## src/rtl/loader_pkg.sv

```systemverilog
// Shared definitions for the program loader: FSM state encoding, error
// codes and the instruction-word address helper.
package loader_pkg;

  typedef enum logic [2:0] {
    ST_IDLE   = 3'd0,
    ST_LEN_HI = 3'd1,
    ST_LEN_LO = 3'd2,
    ST_DATA   = 3'd3,
    ST_CHECK  = 3'd4,
    ST_DONE   = 3'd5,
    ST_ERROR  = 3'd6
  } state_t;

  localparam logic [1:0] ERR_NONE     = 2'b00;
  localparam logic [1:0] ERR_LENGTH   = 2'b01;
  localparam logic [1:0] ERR_CHECKSUM = 2'b10;

  // Byte address of instruction word 'index' (32-bit wrap-around).
  function automatic logic [31:0] word_address(input logic [31:0] base,
                                               input logic [15:0] index);
    return base + {14'd0, index, 2'b00};
  endfunction

endpackage

```

## src/rtl/loader_word_assembler.sv

```systemverilog
// Collects four big-endian bytes into a 32-bit word. The finished word and
// a one-cycle word_valid appear in the cycle after the fourth byte.
module loader_word_assembler
  import loader_pkg::*;
(
  input  logic        clk,
  input  logic        rst_n,
  input  logic        i_clear,
  input  logic        i_accept,
  input  logic [7:0]  i_byte,
  output logic [31:0] o_word,
  output logic        o_word_valid,
  output logic        o_last_byte
);

  logic [23:0] r_shift;
  logic [1:0]  r_count;
  logic [31:0] r_word;
  logic        r_word_valid;

  // Shift bytes in MSB first; emit the word on the fourth byte.
  always_ff @(posedge clk or negedge rst_n) begin
    if (!rst_n) begin
      r_shift      <= '0;
      r_count      <= '0;
      r_word       <= '0;
      r_word_valid <= 1'b0;
    end else begin
      r_word_valid <= 1'b0;
      if (i_clear) begin
        r_shift <= '0;
        r_count <= '0;
      end else if (i_accept) begin
        if (r_count == 2'd3) begin
          r_word       <= {r_shift, i_byte};
          r_word_valid <= 1'b1;
          r_count      <= '0;
        end else begin
          r_shift <= {r_shift[15:0], i_byte};
          r_count <= r_count + 2'd1;
        end
      end
    end
  end

  assign o_word       = r_word;
  assign o_word_valid = r_word_valid;
  assign o_last_byte  = (r_count == 2'd3);

endmodule

```

## src/rtl/program_loader.sv

```systemverilog
// Streams a length-prefixed program into instruction memory while holding
// the CPU in reset. Optional trailing checksum byte: LOADER_CHECKSUM_EN.
// Handshake: a byte transfers on a rising edge where ByteValid and
// ByteReady are both 1; ByteValid may drop at any time without data loss.
module program_loader
  import loader_pkg::*;
#(
  parameter int          MEMORY_DEPTH = 54,
  parameter logic [31:0] BASE_ADDRESS = 32'h0040_0000
) (
  input  logic        clk,
  input  logic        reset,
  input  logic        start,
  input  logic [7:0]  ByteIn,
  input  logic        ByteValid,
  output logic        ByteReady,
  output logic        MemWrite,
  output logic [31:0] MemAddress,
  output logic [31:0] MemWriteData,
  output logic        CpuReset,
  output logic        Busy,
  output logic        Done,
  output logic [1:0]  ErrorCode,
  output state_t      o_dbg_state
);

  localparam logic [31:0] LP_DEPTH = MEMORY_DEPTH[31:0];

  state_t      r_state;
  logic        r_byte_ready;
  logic        r_busy;
  logic        r_done;
  logic        r_cpu_reset;
  logic [1:0]  r_error;
  logic [15:0] r_len;
  logic [15:0] r_index;
  logic [31:0] r_mem_addr;
`ifdef LOADER_CHECKSUM_EN
  logic [7:0]  r_csum;
`endif

  logic        w_accept;
  logic        w_start;
  logic [15:0] w_len;
  logic        w_len_bad;
  logic        w_last_byte;
  logic        w_word_last;
  logic [31:0] w_word;
  logic        w_word_valid;

  assign w_accept    = ByteValid & r_byte_ready;
  assign w_start     = start & ((r_state == ST_IDLE) || (r_state == ST_DONE) ||
                                (r_state == ST_ERROR));
  assign w_len       = {r_len[15:8], ByteIn};
  assign w_len_bad   = (w_len == 16'd0) || ({16'd0, w_len} > LP_DEPTH);
  assign w_word_last = w_accept & w_last_byte & (r_state == ST_DATA);

  loader_word_assembler u_asm (
    .clk          (clk),
    .rst_n        (reset),
    .i_clear      (w_start),
    .i_accept     (w_accept & (r_state == ST_DATA)),
    .i_byte       (ByteIn),
    .o_word       (w_word),
    .o_word_valid (w_word_valid),
    .o_last_byte  (w_last_byte)
  );

  // Loader FSM with all status outputs registered alongside the state.
  always_ff @(posedge clk or negedge reset) begin
    if (!reset) begin
      r_state      <= ST_IDLE;
      r_byte_ready <= 1'b0;
      r_busy       <= 1'b0;
      r_done       <= 1'b0;
      r_cpu_reset  <= 1'b0;
      r_error      <= ERR_NONE;
      r_len        <= '0;
      r_index      <= '0;
      r_mem_addr   <= '0;
`ifdef LOADER_CHECKSUM_EN
      r_csum       <= '0;
`endif
    end else begin
      case (r_state)
        ST_IDLE, ST_DONE, ST_ERROR: begin
          if (start) begin
            r_state      <= ST_LEN_HI;
            r_byte_ready <= 1'b1;
            r_busy       <= 1'b1;
            r_done       <= 1'b0;
            r_cpu_reset  <= 1'b0;
            r_error      <= ERR_NONE;
            r_index      <= '0;
`ifdef LOADER_CHECKSUM_EN
            r_csum       <= '0;
`endif
          end
        end
        ST_LEN_HI: begin
          if (w_accept) begin
            r_len   <= {ByteIn, 8'h00};
            r_state <= ST_LEN_LO;
          end
        end
        ST_LEN_LO: begin
          if (w_accept) begin
            r_len <= w_len;
            if (w_len_bad) begin
              r_state      <= ST_ERROR;
              r_error      <= ERR_LENGTH;
              r_byte_ready <= 1'b0;
              r_busy       <= 1'b0;
            end else begin
              r_state <= ST_DATA;
            end
          end
        end
        ST_DATA: begin
          if (w_accept) begin
`ifdef LOADER_CHECKSUM_EN
            r_csum <= r_csum + ByteIn;
`endif
            if (w_word_last) begin
              r_mem_addr <= word_address(BASE_ADDRESS, r_index);
              r_index    <= r_index + 16'd1;
              if (r_index == r_len - 16'd1) begin
`ifdef LOADER_CHECKSUM_EN
                r_state      <= ST_CHECK;
`else
                r_state      <= ST_DONE;
                r_done       <= 1'b1;
                r_cpu_reset  <= 1'b1;
                r_busy       <= 1'b0;
                r_byte_ready <= 1'b0;
`endif
              end
            end
          end
        end
`ifdef LOADER_CHECKSUM_EN
        ST_CHECK: begin
          if (w_accept) begin
            r_byte_ready <= 1'b0;
            r_busy       <= 1'b0;
            if (ByteIn == r_csum) begin
              r_state     <= ST_DONE;
              r_done      <= 1'b1;
              r_cpu_reset <= 1'b1;
            end else begin
              r_state <= ST_ERROR;
              r_error <= ERR_CHECKSUM;
            end
          end
        end
`endif
        default: begin
          r_state      <= ST_IDLE;
          r_byte_ready <= 1'b0;
          r_busy       <= 1'b0;
        end
      endcase
    end
  end

  assign ByteReady    = r_byte_ready;
  assign MemWrite     = w_word_valid;
  assign MemAddress   = r_mem_addr;
  assign MemWriteData = w_word;
  assign CpuReset     = r_cpu_reset;
  assign Busy         = r_busy;
  assign Done         = r_done;
  assign ErrorCode    = r_error;
  assign o_dbg_state  = r_state;

endmodule

```

## config.mk

```make
export PLATFORM = sky130hd
export DESIGN_NAME = program_loader
export DESIGN_NICKNAME = d
export VERILOG_FILES = /design/src/rtl/loader_pkg.sv /design/src/rtl/loader_word_assembler.sv /design/src/rtl/program_loader.sv
export SDC_FILE = /design/constraint.sdc
export NUM_CORES = 1
export LEC_CHECK = 0
export CORE_ASPECT_RATIO = 1.75
export CORE_MARGIN = 2
export CORE_UTILIZATION = 37
export CTS_CLUSTER_DIAMETER = 40
export DETAILED_ROUTE_END_ITERATION = 16
export GPL_ROUTABILITY_DRIVEN = 0
export REMOVE_ABC_BUFFERS = 1
export SLEW_MARGIN = 30
export SYNTH_ARGS = -nofsm -noshare
export SYNTH_HDL_FRONTEND = slang
export SYNTH_SLANG_ARGS = --single-unit
export TNS_END_PERCENT = 100
```

## constraint.sdc

```tcl
create_clock -name clk -period 4.7 [get_ports clk]
set_input_delay 0.94 -clock clk [delete_from_list [all_inputs] [get_ports clk]]
set_output_delay 0.94 -clock clk [all_outputs]
set_load 0.01 [all_outputs]
```

Yosys cells after proc, flatten, opt, wreduce, memory -nomap -nowiden
Index checks and enable logic that the tools add are counted.

Mux-type cells: 40. Magnitude comparators: 1. Add/subtract/negate cells: 4. Equality and inequality tests: 15. Reduce and logical (&&, ||, !) cells: 20. Bitwise logic cells: 8.

Operators by type and width (count): $mux 24 (3); $mux 16 (4); $pmux 16 s2 (2); $add 23x18->24 const A (1); $mux 3 (7); $add 16x1->16 const B (1); $eq 16x16->1 (1); $gt 16x6->1 const B (1); $logic_not 16->1 (1); $sub 16x1->16 const B (1); $mux 1 (13); $mux 2 (6); $ne 2x2->1 const B (6); $pmux 3 s4 (1); $reduce_and 3->1 (4); $mux 8 (1); $reduce_and 4->1 (2); $reduce_bool 2->1 (4); $reduce_and 7->1 (1); $eq 3x2->1 const B (2); $eq 3x3->1 const B (2); $reduce_and 6->1 (1); $and 1x1->1 (5); $reduce_and 5->1 (1); other kinds (12) (17).

Logic and storage cells: 100. Bits of input ports: 12. Output and inout port bits: 74. Register bits: 130.

Logic depth before layout (Yosys ltp)
Gate-level depths: netlist of run 1.

Depth after elaboration: 6. Mapped depth: 9. Gate-level depth less buffers: 8.

Hierarchy
From an unflattened synthesis of run 1, not the netlist that was laid out.

Cells, all modules: 552. Area, all modules: 5611.6 um^2.

Modules (own cells, without submodules): program_loader (area each 3175.5 um^2, cells an instance 368, instances 1); loader_word_assembler (area each 2436.1 um^2, cells an instance 184, instances 1).

Least setup slack after synthesis of run 1
Ideal clock, no wire load.

Path kind: input-to-reg. Start: in ByteValid. End: reg r_index[15]. Stages on the path: 7. Slack: 2195 ps. Setup time: 78 ps. Arrival: 2427 ps. Cell sequence: and2_1 -> buf_2 -> nand2_1 -> nor3_2 -> o2111ai_1 -> or4_1 -> a21oi_1.

Cells in the longest elaborated chain, start to end: 5. Elaborated cells on any way between the ends: 6. Classes of those cells: 2 x eq/ne; 3 x bitwise; 1 x reduce/logical.

Ends and longest elaborated chain: start: declaration (RTL line program_loader.sv:15) `input logic ByteValid,`; $and 1x1->1 * (RTL line program_loader.sv:51) `assign w_accept = ByteValid & r_byte_ready;`; $and 1x1->1 (2 in series) (RTL line program_loader.sv:56) `assign w_word_last = w_accept & w_last_byte & (r_state == ST_DATA);`; $ne 2x2->1 (no line); $reduce_and 4->1 (no line) *; end signal: assignment (RTL line program_loader.sv:126) `r_index <= r_index + 16'd1;`; end: declaration (RTL line program_loader.sv:36) `logic [15:0] r_index;`.

Every way passes the cells marked *; elsewhere a longest branch is shown, timed or not. A chain may end at the register's enable or synchronous reset.

Worst setup path in the final report of run 1
Start: reg r_len[0]. End: reg r_state[1], in the netlist o_dbg_state[1].

Cells in the longest elaborated chain, start to end: 4.

Ends and longest elaborated chain: start: declaration (RTL line program_loader.sv:35) `logic [15:0] r_len;`; start signal: assignment (RTL line program_loader.sv:102) `r_len <= {ByteIn, 8'h00};`; start signal: assignment (RTL line program_loader.sv:108) `r_len <= w_len;`; $sub 16x1->16 (RTL line program_loader.sv:127) `if (r_index == r_len - 16'd1) begin`; $eq 16x16->1 (RTL line program_loader.sv:127); $ne 2x1->1 (no line); $reduce_and 6->1 (no line); end signal: assignment (RTL line program_loader.sv:115) `r_state <= ST_DATA;`; end signal: assignment (RTL line program_loader.sv:131) `r_state <= ST_DONE;`; end signal: assignment (RTL line program_loader.sv:158) `r_state <= ST_IDLE;`; end: declaration (RTL line program_loader.sv:29) `state_t r_state;`.

Every way passes these cells.

==> results of run 1 <==
synth_stat cells (7+ instances only):
cell and instances:
a21oi_1 38, inv_1 9, o2111ai_1 7, clkbuf_1 24, dfrtp_1 114, mux2_2 50, or3_1 8, nand2_1 95
xnor2_1 16, nand3_1 10, nor2_1 18, buf_4 18, o21ai_0 28, xor2_1 14
where the power goes:
group | internal [uW] | switching [uW]
combinational | 479 | 631
sequential | 1140 | 219
clock | 825 | 450
total | 2440 | 1300
cell families after synthesis:
group	synth area share, %
buffers and inverters	5.69
adder cells (fa/ha/maj)	0.688
multiplexers	10.5
AO/OA/AOI/OAI	11.2
other	0.0687
AND/OR/NAND/NOR	14.8
flip-flops	52.3
XOR/XNOR	4.82
metal layers:
layer  global-route usage [%]  share of wire [%]  vias up
li1                         -                  -     1917
met1                     19.7                 41     1987
met4                     7.01                2.2        0
met5                        0                  0        -
met2                     28.0                 54       93
met3                     3.28                2.9       21
stage by stage:
stage	utilization (%)	worst slack (ns)	setup TNS [ns]	hold slack [ns]	std cells
global route	47.3	1.53	0	0.493	779
detailed placement	43.1	1.41	0	0.456	747
global placement	43.1	1.44	0	0.452	747
CTS	47.3	1.74	0	0.469	779
finish	47.3	1.81	0	0.465	779
floorplan	-	-0.0917	-0.0917	0.479	493
final timing paths:
kind / startpoint / to
min reg2reg: MemAddress[22] / MemAddress[22]
max in group asynchronous: reset / u_asm.o_word[1]
min in group asynchronous: reset / MemAddress[3]
max: r_len[0] / o_dbg_state[1]
max reg2reg: r_len[0] / o_dbg_state[1]
min: MemAddress[22] / MemAddress[22]
state kept, by name, summed over array words and instances (netlist names):
signal              cells
ErrorCode               1
u_asm.o_word           32
r_index                16
Busy                    1
MemAddress             17
r_len                  16
u_asm.r_shift          24
u_asm.o_word_valid      1
CpuReset                1
u_asm.r_count           2
o_dbg_state             3
final cells by class:
class                      instances  area share [%]
sequential                       114            42.0
clock buffer                      21            6.92
clock inverter                    11            1.86
timing repair buffer              74            10.7
inverter                           9           0.497
tap                              180            3.31
multi-input combinational        370            34.8
worst register-to-register path, cell delays in order (launching register included):
cell	delay [ns]
dfrtp_1	0.43
inv_1	0.09
ha_1	0.25
nor4b_2	0.67
xnor2_1	0.19
a41oi_1	0.13
a2111oi_0	0.42
nand4_1	0.27
o31a_1	0.31
==> flow_summary.toml, run 1 <==
[synth]
avgSynthCellArea_sq_um = 10.3
ys_ff_latch = 114
yosysWarnings = 0
synth_cells = 528
synthesis.area_sq_um = 5460
yosysTopAreaCellShare_pct = 52.3
netlist_top_cells_area = "dfrtp_1 (52%), mux2_2 (10%), nand2_1 (6.5%)"
yosysTopAreaCell = "dfrtp_1"
ys_seq_area_share_pct = 52.3
synthFlopType = "dfrtp_1"
synth_edf_count = 0
yosysUniqueCellTypes = 56
async_flop_share_pct = 100

[sta]
finalCritPeriodShare_pct = 61.5
relSlewSlack_pct = 37.2
final_max_slew_viol_count = 0
max_freq_mhz = 346
finalCriticalPeriod_ns = 2.89
final-hold-violation-count = 0
skew_ns = 0.00733
setup_viol = 0
rsz0062_at_grt = "false"
worstMarginPinSlew_ns = 0.941

[cts]
tritoncts = "yes"
htree_levels = 4
clk_latency_ns = 0.40
cts_buffers = 17
clk_path_buf_depth = 2
postCtsSetupRepairBufs = 0
cts_resized = 0
clkTransAtPathRegs_ns = 0.05
clock_sinks = 114
cts-root-buf = "clkbuf_16"
postCtsHoldBufs = 0

[critical_path]
path_depth = 8
crit_arrival_ns = 3.17
slowest_delay_ns = 0.67
crit_slowest_cell = "nor4b_2"
path_buf_inv = 1
worstPathRequired_ns = 4.98
end_kind = "flip-flop"
critPathKind = "reg2reg"
reg2reg_slack_ns = 1.81
crit_family = "simple AND/OR/NAND/NOR gates"
worst_r2r_path_depth = 8
worstPathMaxFanout = 8
start_kind = "flip-flop"
crit_chain = "inv_1 -> ha_1 -> nor4b_2 -> xnor2_1 -> a41oi_1 -> a2111oi_0 -> nand4_1 -> o31a_1"

[route]
wirelength_mm = 11.9
drtAntennaViolNets = 0
vias = 4018
vias_per_cell = 5.16
route.detailed.drc = 0
avgRoutedWirePerCell_um = 15.3
drt_iter0_drc = 207
dr.pass1.iters = 4

[power]
power_density_nw_per_um2 = 551
total_power_uw = 3740
p_leak_uw = 0.00306
irDropWorstVdd_v = 0.000317

[global_route]
grt_pass1_wl_mm = 20.1
antenna_found_initial = 0
grt_pass1_vias = 4053
track_usage_pct = 16.4
grt_start_max_net_pins = 49
overflow = 0

[floorplanning]
die-area_sq_um = 15800
initial_utilization_pct = 38.0
io_pins = 86
die_h_um = 165
rows = 58
die_w_um = 95.8
coreArea_sq_um = 14400

[layout]
fill_cells = 1331
final_common_cell = "dfrtp_1"
multi_input_area_sq_um = 2360
fin_area_sq_um = 6800
ff_latch_area_sq_um = 2850
num_antenna_cells = 0
layout-drive-gt1-share_pct = 16.4
layout_common_cells = "dfrtp_1 (114), nand2_1 (95), clkdlybuf4s50_1 (68)"
area_growth_pct = 24.6
fin_nets = 601

[job]
cap_violations = 0

[hold_path]
hold_class = "reg2reg"
hold_depth = 1

[place]
numPortBuffers = 69
dp_hpwl_mm = 8.46
place_area_sq_um = 6200

[run_status]
status = "completed"
Note: power is estimated with default switching activity, not from simulation.
==> inputs of run 2 (changes only) <==
==> constraint.sdc (replaced) <==
create_clock -name clk -period 2.66 [get_ports clk]
set_input_delay 0.532 -clock clk [delete_from_list [all_inputs] [get_ports clk]]
set_output_delay 0.532 -clock clk [all_outputs]
set_load 0.01 [all_outputs]
==> run 2 against run 1 <==
  * Cell count up 2.2%
  * Utilization up 1.4 points
  * Sequential power up 72%
  * Sequential cell count unchanged
  * Largest cell class unchanged
  * Worst setup slack worse by 1.7 ns
  * Critical path depth up 1
  * Count of clock-buffer cells in the layout down 1
==> flow_summary.toml, run 2 (same netlist as run 1, synthesis figures left out) <==
[global_route]
grt_pass1_wl_mm = 20.8
overflow = 0
track_usage_pct = 17.0
antenna_found_initial = 0
grt_pass1_vias = 4255
grt_start_max_net_pins = 47

[route]
route.detailed.drc = 0
drtAntennaViolNets = 0
wirelength_mm = 12.5
dr.pass1.iters = 4
drt_iter0_drc = 248
avgRoutedWirePerCell_um = 15.7
vias = 4091
vias_per_cell = 5.14

[power]
power_density_nw_per_um2 = 991
sw_frac_of_total_pct = 34.3
irDropWorstVdd_v = 0.000569
power_switching_uw = 2380
p_leak_uw = 0.00316
p_seq_share_pct = 33.8
total_power_uw = 6930
combPwrFrac_pct = 33.0
clockPowerShare_pct = 33.2
internal_power_uw = 4550

[critical_path]
critPathKind = "reg2reg"
crit_chain = "inv_1 -> ha_4 -> or4b_4 -> a311o_1 -> a32oi_1 -> o2111a_1 -> nand4_1 -> buf_4 -> o31a_1"
end_kind = "flip-flop"
crit_arrival_ns = 2.84
start_kind = "flip-flop"
r2r_start = "r_len[1]"
slowest_delay_ns = 0.50
r2r_end = "o_dbg_state[1]"
worst_r2r_path_depth = 9
crit_slowest_cell = "or4b_4"
reg2reg_slack_ns = 0.11
worstPathMaxFanout = 6
worstPathRequired_ns = 2.95

[job]
cap_violations = 0

[layout]
layout_common_cells = "dfrtp_1 (114), nand2_1 (95), clkdlybuf4s50_1 (68)"
fin_area_sq_um = 7000
area_growth_pct = 28.2
layoutNonFillerInstCount = 796
layout-drive-gt1-share_pct = 19.0
largest_reg_flops = 32
utilization_pct = 48.7
fin_nets = 618
num_antenna_cells = 0
final_common_cell = "dfrtp_1"

[floorplanning]
die-area_sq_um = 15800
rows = 58
coreArea_sq_um = 14400
initial_utilization_pct = 38.0
io_pins = 86
die_h_um = 165
die_w_um = 95.8

[cts]
postCtsHoldBufs = 0
cts-root-buf = "clkbuf_16"
clk_path_buf_depth = 2
clock_sinks = 114
clk_latency_ns = 0.41
htree_levels = 4
clkTransAtPathRegs_ns = 0.06
tritoncts = "yes"
cts_buffers = 17

[sta]
final_max_slew_viol_count = 0
skew_ns = 0.00611
worstMarginPinSlew_ns = 0.625
finalCritPeriodShare_pct = 95.9
max_freq_mhz = 392
setup_viol = 0
finalCriticalPeriod_ns = 2.55
final-hold-violation-count = 0
relSlewSlack_pct = 58.3
rsz0062_at_grt = "false"

[place]
place_area_sq_um = 6340
dpl.cell_count = 763
numPortBuffers = 69
dp_hpwl_mm = 8.83

[run_status]
status = "completed"

[hold_path]
hold_class = "in2async"
run 2: cell types whose count changed in the layout (fill, tap and decap cells not counted), moves of 2 or more:
cell | previous run | this run
clkbuf_8 | 3 | 1
buf_4 | 6 | 21
inv_6 | 3 | 1
clkinv_4 | 0 | 3
buf_12 | 0 | 2
run 2: repair_timing:
item	CTS	global route
setup endpoints to repair	3	4
pin swaps	1	1
cloned	0	0
buffers inserted	0	1
gates resized for setup	4	3
run 2: power groups by stage:
stage	combinational (uW)	clock (uW)	sequential (uW)
floorplan	1420	0	2330
finish	2290	2300	2340
global placement	2120	0	2340
detailed placement	2170	0	2360
global route	2560	2430	2390
CTS	2230	2360	2340
run 2: worst max path at each step:
stage / cells past startpoint / from / to
finish: 9 / r_len[1] / o_dbg_state[1]
global route: 9 / r_len[1] / o_dbg_state[1]
CTS: 8 / r_len[1] / Busy
detailed placement: 8 / r_len[1] / o_dbg_state[1]
global placement: 8 / r_len[1] / o_dbg_state[1]
floorplan: 6 / ByteValid / r_index[15]
run 2: stage by stage:
step	hold WS [ns]	worst slack [ns]	TNS, ns
floorplan	0.236	-1.72	-67.21
global placement	0.458	-0.0994	-0.196
detailed placement	0.465	-0.115	-0.253
CTS	0.109	0.0230	0
global route	0.134	0.0114	0
finish	0.107	0.109	0
run 2: layout make-up:
type / count / area (sq um)
repair buffers: 91 / 878
fillers: 1375 / 7370
clock inverters: 12 / 158
well taps: 180 / 225
clock buffers: 20 / 447
flip-flops and latches: 114 / 2850
inverters: 9 / 33.8
multi-input cells: 370 / 2400
run 2: worst max-delay path: cells and delay by family (launching register included):
kind                       cells  cell delay (ns)
buffers and inverters          2             0.28
DFF                            1             0.41
and+or+nand+nor                2             0.60
AOI/OAI and AO/OA              4             0.99
adders and majority gates      1             0.16
run 2: routing by layer:
| metal | global-route usage [%] | up-vias | wire length, um |
|---|---|---|---|
| li1 | - | 1958 | - |
| met5 | 0 | - | 0 |
| met2 | 29.6 | 87 | 6800 |
| met1 | 19.8 | 2025 | 4950 |
| met4 | 7.79 | 0 | 295 |
| met3 | 3.33 | 21 | 416 |
==> inputs of run 3 (changes only) <==
--- a/config.mk
+++ b/config.mk
@@ -8,7 +8,6 @@
 export CORE_ASPECT_RATIO = 1.75
 export CORE_MARGIN = 2
 export CORE_UTILIZATION = 37
-export CTS_CLUSTER_DIAMETER = 40
 export DETAILED_ROUTE_END_ITERATION = 16
 export GPL_ROUTABILITY_DRIVEN = 0
 export REMOVE_ABC_BUFFERS = 1
==> results of run 3 <==
Same layout as run 2: the final DEF is identical, and so are final timing and power.
